==> src/rtl/output_interface.sv <==
// Ciphertext return path: captures a finished block on the engine's done edge
// and serialises it MSB-first over a valid/ack byte port, with one pending slot.
module output_interface #(
    parameter int BYTE_W      = 8,
    parameter int BLOCK_BYTES = 16
) (
    input  logic                          clk,
    input  logic                          rst_,
    input  logic                          transformer_done,
    input  logic [BYTE_W*BLOCK_BYTES-1:0] cipher_in,
    output logic [BYTE_W-1:0]             dout,
    output logic                          dout_valid,
    input  logic                          dout_ack,
    output logic                          tx_done,
    output logic                          ready,
    output logic                          overflow,
    input  logic                          ovf_clr
);

    localparam int BLOCK_W = BYTE_W * BLOCK_BYTES;
    localparam int CNT_W   = $clog2(BLOCK_BYTES);
    localparam logic [CNT_W-1:0] LAST = CNT_W'(BLOCK_BYTES - 1);

    typedef enum logic [1:0] {
        S_ID = 2'd0,
        S_TX = 2'd1,
        S_DN = 2'd2
    } state_t;

    state_t               state;
    logic [BLOCK_W-1:0]   shift;
    logic [BLOCK_W-1:0]   pend;
    logic                 pend_vld;
    logic [CNT_W-1:0]     cnt;
    logic                 done_q;
    logic                 rise;
    logic                 drop;

    assign rise = transformer_done && !done_q;
    // A rise outside idle can only be parked; with the slot already full it is lost.
    assign drop = rise && (state != S_ID) && pend_vld;

    always_ff @(posedge clk) begin
        if (rst_) begin
            state    <= S_ID;
            shift    <= '0;
            cnt      <= '0;
            pend     <= '0;
            pend_vld <= 1'b0;
            done_q   <= 1'b0;
            overflow <= 1'b0;
        end else begin
            done_q <= transformer_done;
            case (state)
                S_ID: begin
                    if (pend_vld) begin
                        shift <= pend;
                        cnt   <= '0;
                        state <= S_TX;
                        if (rise) begin
                            pend <= cipher_in;
                        end else begin
                            pend_vld <= 1'b0;
                        end
                    end else if (rise) begin
                        shift <= cipher_in;
                        cnt   <= '0;
                        state <= S_TX;
                    end
                end
                S_TX: begin
                    if (dout_ack) begin
                        if (cnt == LAST) begin
                            state <= S_DN;
                        end else begin
                            shift <= shift << BYTE_W;
                            cnt   <= cnt + CNT_W'(1);
                        end
                    end
                end
                S_DN: state <= S_ID;
                default: state <= S_ID;
            endcase

            if (rise && (state != S_ID) && !pend_vld) begin
                pend     <= cipher_in;
                pend_vld <= 1'b1;
            end

            if (drop) begin
                overflow <= 1'b1;
            end else if (ovf_clr) begin
                overflow <= 1'b0;
            end
        end
    end

    assign dout_valid = (state == S_TX);
    assign tx_done    = (state == S_DN);
    assign dout       = dout_valid ? shift[BLOCK_W-1 -: BYTE_W] : '0;
    assign ready      = !pend_vld;

endmodule

==> config.mk <==
export PLATFORM = sky130hd
export DESIGN_NAME = output_interface
export DESIGN_NICKNAME = d
export VERILOG_FILES = /design/src/rtl/output_interface.sv
export SDC_FILE = /design/constraint.sdc
export NUM_CORES = 1
export LEC_CHECK = 0
export BUFFER_PORTS_ARGS = -buffer_cell sky130_fd_sc_hd__buf_2
export CAP_MARGIN = 5
export CORE_MARGIN = 2
export CORE_UTILIZATION = 45
export DETAILED_ROUTE_END_ITERATION = 10
export GPL_ROUTABILITY_DRIVEN = 1
export SLEW_MARGIN = 20
export SYNTH_ARGS = -nofsm -noshare
export SYNTH_HDL_FRONTEND = slang
export SYNTH_SLANG_ARGS = --single-unit
==> constraint.sdc <==
create_clock -name clk -period 4.74 [get_ports clk]
set_clock_uncertainty 0.15 [all_clocks]
set_input_delay 0.948 -clock clk [delete_from_list [all_inputs] [get_ports clk]]
set_output_delay 0.948 -clock clk [all_outputs]
set_load 0.005 [all_outputs]
== Word level (Yosys, flattened, before mapping) ==
Index checks and enable logic that the tools add are counted.
Word-level totals
  bits of input ports: 133
  flip-flop bits (word level): 265
  word-level logic and storage cells: 56
Cells by class
  mux-type cells: 25
  $add $sub $neg: 1
  reduce and logical (&&, ||, !) cells: 16
  equal/unequal tests: 7
Operators by type and width (number)
  $mux W128: 7
  $pmux W128 S2: 1
  $mux W4: 4
  $reduce_bool A2 Y1: 6
  $mux W2: 4
  $mux W8: 1
  $pmux W4 S2: 1
  $mux W1: 6
  $reduce_and A3 Y1: 2
  $add A4 B1 Y4 const B: 1
  $eq A4 B4 Y1 const B: 1
  $logic_and A1 B1 Y1: 4
  $ne A2 B1 Y1 const B: 2
  $pmux W2 S2: 1
  $reduce_and A4 Y1: 1
  $ne A3 B3 Y1 const B: 1
  $eq A2 B1 Y1 const B: 1
  $eq A2 B2 Y1 const B: 1
  $logic_not A1 Y1: 2
  $logic_not A2 Y1: 1
  $ne A2 B2 Y1 const B: 1

== Logic depth before layout (Yosys ltp) ==
  depth after elaboration: 6
  depth in mapped cells: 9
  mapped depth without buffers: 5

== Worst setup path before layout ==
No wires, ideal clock.
  path type: input port to flip-flop
  from: input transformer_done
  to: register shift[11]
  setup time: 0.071 ns
  setup slack: 2.430 ns
  required time: 4.519 ns
  stages on the path: 7
  data arrival time: 2.089 ns
  cell sequence: nor2b_1 buf_2 o21ai_2 buf_2 clkbuf_1 nand3_1 a21oi_2
On the way
  longest elaborated chain between the ends: 3
RTL lines
  start: declaration: line 9  | input logic transformer_done,
  $logic_and A1 B1 Y1: line 39  | assign rise = transformer_done && !done_q;
  $ne A3 B3 Y1 (no line)
  $reduce_and A4 Y1 (no line)
  end signal: assignment: line 57  | shift <= pend;
  end signal: assignment: line 66  | shift <= cipher_in;
  end signal: assignment: line 76  | shift <= shift << BYTE_W;
  end: declaration: line 31  | logic [BLOCK_W-1:0] shift;
Every way passes these cells.
A chain may end at the register's enable or synchronous reset.

== Worst setup path after layout ==
  from: register state[1]
  to: output dout[5]
On the way
  longest elaborated chain between the ends: 2
RTL lines
  start: declaration: line 30  | state_t state;
  start signal: assignment: line 45  | state <= S_ID;
  start signal: assignment: line 59  | state <= S_TX;
  start signal: assignment: line 68  | state <= S_TX;
  $eq A2 B1 Y1: line 98  | assign dout_valid = (state == S_TX);
  $mux W8: line 100  | assign dout = dout_valid ? shift[BLOCK_W-1 -: BYTE_W] : '0;
  end: declaration: line 11  | output logic [BYTE_W-1:0] dout,
Every way passes these cells.

==> results.tsv <==
stage	metric	value	unit
synth	syn_inst	1490	
clock_tree	cts_hold_buffers	0	
setup_path	r2r_start	state[0]	
clock_tree	cts_tree	built	
layout	layout-drive-gt1-share	26.04	%
sta	period_share	70.74	%
synth	yosys-top-cells-area	dfxtp_1 41%, nand2_1 11%, o221ai_2 10%, mux2i_1 9.3%, a21oi_1 6.5%	
synth	synth_top_family_by_area	compound AO/OA/AOI/OAI gates	
layout	area.growth.synth_to_final	12.08	%
clock_tree	cts_setup_buffers	0	
pwr	total_power	5.690	mW
synth	yosys.area_share.simple	17.42	%
placed_design	io_buffers	144	
synth	synth_cell_types	38	
synth	synthesis.area	0.01309	sq mm
synth	synth_mux_area_share	9.940	%
pwr	ir_drop	207.8	uV
pwr	p_sw	1.575	mW
detailed_routing	first_iter_violations	698	
pwr	switching_share	27.68	%
floorplan	die_h	174.6	um
setup_path	path_cells	nand2b_4 > inv_4 > and2_1 > buf_2	
synth	yosysMostFrequentCell	nand2_1	
synth	synth_compound_area_share	25.37	%
setup_path	crit_family	simple AND/OR/NAND/NOR gates	
detailed_routing	drtAntennaViolNets	0	
synth	ys_seq_area_share	40.52	%
clock_tree	cts_max_path_buffers	3	
setup_path	path_depth	4	
clock_tree	insertion_delay	530	ps
setup_path	cp.required	3640	ps
sta	slew_headroom	40.28	%
global_routing	antenna_found_initial	1	
clock_tree	cts_buffers	29	
min_path	hp-class	reg2reg	
sta	grt_setup_unrepaired	false	
min_path	worstHoldStart	pend[88]	
detailed_routing	viasPerCell	5.539	
layout	fin_area	0.01467	sq mm
sta	maxSlewViolCount	0	
setup_path	path_class	reg2out	
clock_tree	clkTransAtPathRegs	60	ps
sta	totalNegativeSetupSlack	0	ps
pwr	power_density	387.8	mW/mm^2
synth	yosys.area.top_type	dfxtp_1	
synth	synthTopCellsByCount	377 x nand2_1, 265 x dfxtp_1, 169 x a21oi_1	
setup_path	max_stage_delay	610	ps
clock_tree	htree_levels	1	
synth	synth_seq_cells	265	
detailed_routing	wl	33240	um
setup_path	critPathBufInv	2	
pwr	intPower	4.115	mW
synth	synthArstFlopShare	0	%
detailed_routing	dr.pass1.iters	5	
synth	synth_top_area_share	40.52	%
setup_path	path_max_fanout	53	
global_routing	grt_max_degree	133	
layout	nets	1657	
global_routing	grt_pass1_wl	54300	um
run_status	outcome	finished, final reports clean	
pwr	pwr-share-comb	15.8	%
global_routing	grt_pass1_vias	10353	
setup_path	reg2reg_depth	6	
floorplan	fp.dieArea	0.03047	sq mm
floorplan	core_area	0.02870	sq mm
clock_tree	clockRootBuffer	clkbuf_16	
setup_path	cp-start-kind	flip-flop	
floorplan	io_pins	145	
placed_design	hpwl	18960	um
pwr	pwr-share-seq	43.8	%
layout	fillers	2783	
sta	min_period	3353	ps
detailed_routing	drc_errors	0	
synth	synth_edf_count	0	
global_routing	gr-total-overflow	0	
setup_path	cp_data_arrival_time	2260	ps
setup_path	r2r_slack	1610	ps
synth	synth_fa_ha_area_share	0.09557	%
synth	synth_nets	1624	
synth	avgSynthCellArea	8.786	sq um
floorplan	num_rows	62	
clock_tree	clock-sinks	265	
placed_design	gp_congestion	0.7361	
pwr	power_frac_clock	40.4	%
sta	clock.fmax	298.2	MHz
synth	synth_xor_area_share	0	%
setup_path	rr_endpoint	shift[95]	
floorplan	die_x	174.6	um
min_path	holdPathStages	2	
synth	yosys_warnings	0	
global_routing	gr-usage-all-layers	21.25	%
setup_path	end_kind	output pin	
detailed_routing	wl_per_cell	17.23	um
sta	worstMarginPinSlew	895.8	ps
setup_path	crit_slowest_cell	nand2b_4	
sta	setup_viol	0	
job	maxCapViolCount	0	
placed_design	dpl_cell_area	0.01370	sq mm
clock_tree	cts_resized	0	
synth	synth_ff_type	dfxtp_1	
sta	hold_violations	0	
detailed_routing	dr_total_vias	10685	
pwr	power_leakage	4.932	nW
floorplan	start_util	45.61	%
min_path	holdPathEnd	pend[88]	
==> tightest hold or removal path, stage by stage (launching register included) <==
cell and delay (ps):
dfxtp_1 300, nand2_1 50, a21oi_1 50
==> routing by layer <==
layer / vias to the layer above / global-route usage [%] / wire length, um
li1: 5361 / - / -
met1: 5087 / 30.40 / 16140
met2: 208 / 34.44 / 15330
met3: 29 / 3.062 / 1390
met4: 0 / 3.715 / 380
met5: - / 0 / 0
==> placed cells by master, fill, tap and decap left out, drive strengths merged, types with 3 or more instances in the layout <==
master and count:
nand2 377, dfxtp 265, a21oi 259, buf 161, nand3 143, mux2i 121
o221ai 120, clkbuf 45, and2 8, mux2 8, clkinv 4, nor2 3
bufinv 3, inv 3, o21ai 3
==> sequential cells by signal, indices dropped and copies added, names as in the netlist <==
signal / count
state: 2
pend: 128
overflow: 1
pend_vld: 1
cnt: 4
shift: 128
done_q: 1
==> how the worst max path moves through the flow <==
stage	startpoint	endpoint	slack [ps]
finish	state[1]	dout[5]	1390
global placement	transformer_done	pend[70]	1420
global route	state[1]	dout[5]	1220
detailed placement	transformer_done	pend[70]	1380
CTS	state[1]	dout[5]	1370
floorplan	transformer_done	shift[11]	2430
==> power groups by stage <==
| stage | combinational [mW] | clock [mW] | sequential (mW) |
|---|---|---|---|
| CTS | 0.910 | 2.35 | 2.49 |
| global placement | 0.896 | 0 | 2.53 |
| global route | 0.996 | 2.44 | 2.51 |
| finish | 0.901 | 2.30 | 2.49 |
| detailed placement | 0.908 | 0 | 2.54 |
| floorplan | 0.713 | 0 | 2.50 |
==> kinds of logic (layout without fill, tap and decap cells) <==
family,after synthesis,in the layout
DFF,265,265
and+or+nand+nor,544,544
other,0,1
adders and majority gates,1,1
buffers and inverters,162,216
muxes,129,129
AOI/OAI and AO/OA,389,389
==> final cells by class <==
| class | instances | area, sq um | area share (%) |
|---|---|---|---|
| clock inverter | 7 | 110.1 | 0.7504 |
| antenna | 1 | 2.502 | 0.01705 |
| inverter | 3 | 13.76 | 0.09380 |
| sequential | 265 | 5309 | 36.18 |
| timing repair buffer | 161 | 933.4 | 6.361 |
| tap | 384 | 480.5 | 3.275 |
| clock buffer | 45 | 855.8 | 5.833 |
| multi-input combinational | 1063 | 6968 | 47.49 |
==> stage by stage <==
step | hold WS [ps] | utilization [%] | setup WS, ps | cells
2_1_floorplan | 282.9 | - | 2430 | 1490
3_3_place_gp | 288.6 | 47.75 | 1425 | 1876
3_5_place_dp | 296.1 | 47.75 | 1376 | 1876
4_1_cts | 304.3 | 51.11 | 1369 | 1928
5_1_grt | 316.6 | 51.12 | 1221 | 1929
6_report | 302.2 | 51.12 | 1387 | 1929
No activity file was read; power rests on OpenSTA's default activity.
